File: config.mk
export PLATFORM = sky130hd
export DESIGN_NAME = smc_seq_ctrl
export DESIGN_NICKNAME = d
export VERILOG_FILES = /design/src/rtl/smc_seq_ctrl.sv
export SDC_FILE = /design/constraint.sdc
export NUM_CORES = 1
export LEC_CHECK = 0
export CORE_MARGIN = 2
export CORE_UTILIZATION = 45
export DETAILED_ROUTE_END_ITERATION = 8
export SYNTH_ARGS = -nofsm -noshare
export SYNTH_HDL_FRONTEND = slang
export SYNTH_SLANG_ARGS = --single-unit
File: constraint.sdc
create_clock -name clk -period 5.1 [get_ports clk]
set_clock_uncertainty 0.1 [all_clocks]
set_input_delay 0.51 -clock clk [delete_from_list [all_inputs] [get_ports clk]]
set_output_delay 0.51 -clock clk [all_outputs]
set_load 0.005 [all_outputs]
File: src/rtl/smc_seq_ctrl.sv
// smc_seq_ctrl: serial MOSFET ID/gm evaluator feeding descending sorted banks,
// followed by a two-cycle mode-weighted sum presented with a one-cycle out_valid_o.
module smc_seq_ctrl (
  input  logic       clk,
  input  logic       rst_n,
  input  logic       in_valid_i,
  input  logic [1:0] mode_i,
  input  logic [2:0] w_i,
  input  logic [2:0] v_gs_i,
  input  logic [2:0] v_ds_i,
  output logic       in_ready_o,
  output logic       out_valid_o,
  output logic [9:0] out_n_o
);
  typedef enum logic [1:0] {IDLE, LOAD, CALC, OUT} state_t;
  state_t          state_q, state_d;
  logic [2:0]      cnt_q, cnt_d;
  logic [1:0]      mode_q, mode_d;
  logic            ph_q, ph_d;
  logic [5:0][7:0] id_q, id_d, gm_q, gm_d, id_b, gm_b, id_ins, gm_ins;
  logic [2:0][7:0] sid_q, sid_d, sgm_q, sgm_d;
  logic [9:0]      out_n_q, out_n_d, sum;
  logic [9:0]      w10, vds, vov, id_num, gm_num;
  logic [7:0]      id_new, gm_new;
  logic            cut, triode, accept;
  assign in_ready_o  = (state_q == IDLE) || (state_q == LOAD);
  assign accept      = in_valid_i && in_ready_o;
  assign out_valid_o = state_q == OUT;
  assign out_n_o     = out_n_q;
  always_comb begin
    w10    = {7'd0, w_i};
    vds    = {7'd0, v_ds_i};
    vov    = {7'd0, v_gs_i} - 10'd1;
    cut    = v_gs_i == 3'd0;
    triode = !cut && (vov > vds);
    id_num = cut ? 10'd0 : triode ? (10'd2 * vov - vds) * w10 * vds : w10 * vov * vov;
    gm_num = cut ? 10'd0 : 10'd2 * w10 * (triode ? vds : vov);
    id_new = 8'(id_num / 10'd3);
    gm_new = 8'(gm_num / 10'd3);
  end
  // IDLE presents empty banks so the first accepted transistor lands in a cleared bank
  assign id_b = (state_q == IDLE) ? '0 : id_q;
  assign gm_b = (state_q == IDLE) ? '0 : gm_q;
  for (genvar i = 0; i < 6; i++) begin : g_ins
    if (i == 0) begin : g_head
      assign id_ins[0] = (id_b[0] >= id_new) ? id_b[0] : id_new;
      assign gm_ins[0] = (gm_b[0] >= gm_new) ? gm_b[0] : gm_new;
    end else begin : g_tail
      assign id_ins[i] = (id_b[i] >= id_new) ? id_b[i] : (id_b[i-1] >= id_new) ? id_new : id_b[i-1];
      assign gm_ins[i] = (gm_b[i] >= gm_new) ? gm_b[i] : (gm_b[i-1] >= gm_new) ? gm_new : gm_b[i-1];
    end
  end
  assign id_d = accept ? id_ins : id_b;
  assign gm_d = accept ? gm_ins : gm_b;
  always_comb begin
    for (int k = 0; k < 3; k++) begin
      sid_d[k] = mode_q[1] ? id_q[k] : id_q[k+3];
      sgm_d[k] = mode_q[1] ? gm_q[k] : gm_q[k+3];
    end
    sum = mode_q[0] ? 10'd3 * {2'd0, sid_q[0]} + 10'd4 * {2'd0, sid_q[1]} + 10'd5 * {2'd0, sid_q[2]}
                    : {2'd0, sgm_q[0]} + {2'd0, sgm_q[1]} + {2'd0, sgm_q[2]};
  end
  // CALC spans two cycles: selection is registered, then the weighted sum
  always_comb begin
    state_d = state_q;
    cnt_d   = cnt_q;
    mode_d  = mode_q;
    ph_d    = 1'b0;
    out_n_d = '0;
    case (state_q)
      IDLE: begin
        cnt_d = '0;
        if (in_valid_i) begin
          mode_d  = mode_i;
          state_d = LOAD;
        end
      end
      LOAD: if (in_valid_i) begin
        cnt_d   = cnt_q + 3'd1;
        state_d = (cnt_q == 3'd4) ? CALC : LOAD;
      end
      CALC: begin
        ph_d = !ph_q;
        if (ph_q) begin
          state_d = OUT;
          out_n_d = sum;
        end
      end
      default: state_d = IDLE;
    endcase
  end
  always_ff @(posedge clk or negedge rst_n) begin
    if (!rst_n) begin
      state_q <= IDLE;
      cnt_q   <= '0;
      mode_q  <= '0;
      ph_q    <= 1'b0;
      id_q    <= '0;
      gm_q    <= '0;
      sid_q   <= '0;
      sgm_q   <= '0;
      out_n_q <= '0;
    end else begin
      state_q <= state_d;
      cnt_q   <= cnt_d;
      mode_q  <= mode_d;
      ph_q    <= ph_d;
      id_q    <= id_d;
      gm_q    <= gm_d;
      sid_q   <= sid_d;
      sgm_q   <= sgm_d;
      out_n_q <= out_n_d;
    end
  end
endmodule

==> flow_summary.ini <==
[floorplanning]
initial_utilization_pct = 45.8
die_area_sq_mm = 0.0356
dieWidth_um = 189
rows = 67
core_sq_mm = 0.0335
fp.dieH_um = 189
ios = 26

[placement]
dpl-instance-area_sq_mm = 0.0185
place_congestion = 0.845
port_buffers = 25
dp_cells = 2407
place_hpwl_um = 30400

[routing]
viasPerCell = 5.33
drc = 0
drt-total-wl_um = 40500
post_drt_wl_per_cell_um = 16.2
num_vias = 13303
drtIter0Drc = 613
drt_pass1_iterations = 5
antenna_left = 0

[clocking]
clk_pin_slew_ns = 0.07
clk_path_buf_depth = 2
cts_inserted_buffers = 17
clk_latency_ns = 0.43
cts_tree = done
cts_root_buf = clkbuf_16
cts.sinks = 162
htree_levels = 4
cts_hold_buffers = 0

[yosys]
synth-seq-cells = 162
synth_top_area_share_pct = 26.4
netlist_area_sq_mm = 0.0154
ys_async_sr_fraction_pct = 100
synth.distinct_cells = 84
syn_area_per_cell_sq_um = 8.90
netlist_instances = 1726
syn-num-nets = 1999
synth-seq-area-share_pct = 26.4
yosys_warnings = 0
synth_edf_count = 0
synth_top_cells_by_area = dfrtp_1 (26%), ha_1 (16%), fa_1 (8.5%), a21oi_1 (4.2%), mux2_2 (4.1%)
yosys.area.top_type = dfrtp_1
yosysMostFrequentCell = ha_1
synthFlopType = dfrtp_1
synth_common_cells = ha_1 (194), dfrtp_1 (162), nand2_1 (161)

[sta]
fmax_mhz = 100
hold_violations = 0
setup_viol = 96
rsz0062_at_grt = true
max_slew_margin_pct = 13.6
slew_viol_final = 0
layout_setup_ws_ns = -4.89
tightest_slew_ns = 1.30
period_share_pct = 196
post-route-min-period_ns = 9.99

[critical_path]
cp-end-kind = flip-flop
worstPathRequired_ns = 5.31
crit_top_cell = ha_4
critPathArrivalTime_ns = 10.20
rr_startpoint = state_q[1]
path_class = primary input to flip-flop
regToRegEndpoint = gm_q[45]
worstSetupStartpointType = primary input
cp_slowest_cell = fa_1
r2r_cells = 16
r2r_setup_slack_ns = 1.12
cp_max_fo = 5
slowest_delay_ns = 0.54

[finish]
area_growth_pct = 33.0
drive_gt1_share_pct = 31.3
fin_nets = 2308
diodes = 0
regArea_sq_mm = 0.00406
nFillCells = 2873
fin_cells = 2496
design_area_sq_mm = 0.0204
multiInputGateArea_sq_mm = 0.0116

[grt]
grt_pass1_wl_um = 67300
grt_usage_pct = 23.2
grt_start_max_net_pins = 78
grt-ovfl-total = 0
antenna_found_initial = 0
grt_pass1_vias = 13817

[status]
run_status = finished with violations
failed_checks = negative setup slack

[job]
drv_cap = 0

[hold_path]
hold_class = primary input to asynchronous set/reset pin
worst max path at each step:
stage,from,endpoint,slack [ns],cells past startpoint
6_report,v_gs_i[0],id_q[16],-4.89,55
5_1_grt,v_gs_i[0],id_q[6],-5.17,54
4_1_cts,v_gs_i[0],id_q[32],-4.70,57
3_5_place_dp,v_gs_i[0],id_q[33],-5.72,55
3_3_place_gp,v_gs_i[0],id_q[33],-5.64,55
2_1_floorplan,v_gs_i[0],id_q[3],-5.00,49
per-layer routing:
layer / GRT usage, % / part of all wire, % / vias to the layer above
met2: 41.4 / 50 / 185
met4: 6.34 / 2.0 / 0
li1: - / - / 6600
met3: 2.22 / 2.6 / 49
met1: 30.0 / 45 / 6469
met5: 0 / 0 / -
cell usage in the layout (no fill, tap or decap), types with 8 or more instances in the layout:
cell type	instances
xnor2_1	27
nand3_1	18
inv_1	142
a211oi_1	16
o211ai_1	16
a21o_1	21
ha_4	24
nor2b_1	41
nand2_2	10
clkdlybuf4s50_1	19
o21a_1	21
a21oi_1	89
nand2b_4	9
and2_4	8
a21oi_4	12
o21ai_0	63
a21oi_2	32
nor2_1	104
ha_1	168
fa_1	61
mux2_2	52
nand2_1	151
xor2_1	9
mux2i_1	29
o21ai_1	37
and3_1	8
and2_1	72
nand2b_1	39
o22ai_1	10
nor3_1	17
buf_6	27
clkbuf_16	18
buf_4	293
dfrtp_1	161
nor2_2	9
worst max-delay path: cells and delay by family:
| family | cells | cell delay (ns) |
|---|---|---|
| AOI/OAI and AO/OA | 16 | 2.26 |
| xor gates and xnor gates | 1 | 0.21 |
| buffers and inverters | 11 | 1.27 |
| and+or+nand+nor | 15 | 2.08 |
| muxes | 2 | 0.48 |
| adders and majority gates | 10 | 3.39 |
metrics by stage:
stage	setup TNS, ns	setup WS, ns	util [%]	hold slack, ns
final	-391.21	-4.89	60.9	0.0139
after global routing	-437.64	-5.17	60.9	0.0602
after CTS	-394.27	-4.70	58.9	0.0357
after detailed placement	-488.13	-5.72	55.2	0.343
after global placement	-478.81	-5.64	55.2	0.344
after floorplan	-396.85	-5.00	-	0.114
what timing repair did:
action	CTS	global route
endpoints found under the setup margin	96	96
buffers inserted	29	27
pin swaps	85	85
cloned	2	1
gates resized for setup	124	100
endpoints found under the hold margin	0	0
layout make-up:
type                       instances  area share, %
clock buffer                      18           2.15
multi-input combinational       1345           57.1
timing repair buffer             358           14.7
clock inverter                    14          0.705
sequential                       162           19.9
tap                              448           2.75
inverter                         151           2.82
kinds of logic (layout without fill, tap and decap cells):
logic type,Yosys count,after routing,share of synthesized area [%]
adder cells (fa/ha/maj),260,260,24.4
buffers and inverters,220,541,5.52
flip-flops,162,162,26.4
AO/OA/AOI/OAI,407,407,17.1
XOR/XNOR,43,43,2.64
AND/OR/NAND/NOR,541,542,17.3
multiplexers,93,93,6.65
flip-flops by register name, indices dropped and copies added, names as in the netlist:
name     count
cnt_q        3
gm_q        48
id_q        48
mode_q       2
out_n_o     10
ph_q         1
sgm_q       24
sid_q       24
state_q      2
Power is left out: the tool's default activity adds up to more than one toggle a clock period on the data nets, which glitch-free logic cannot reach.
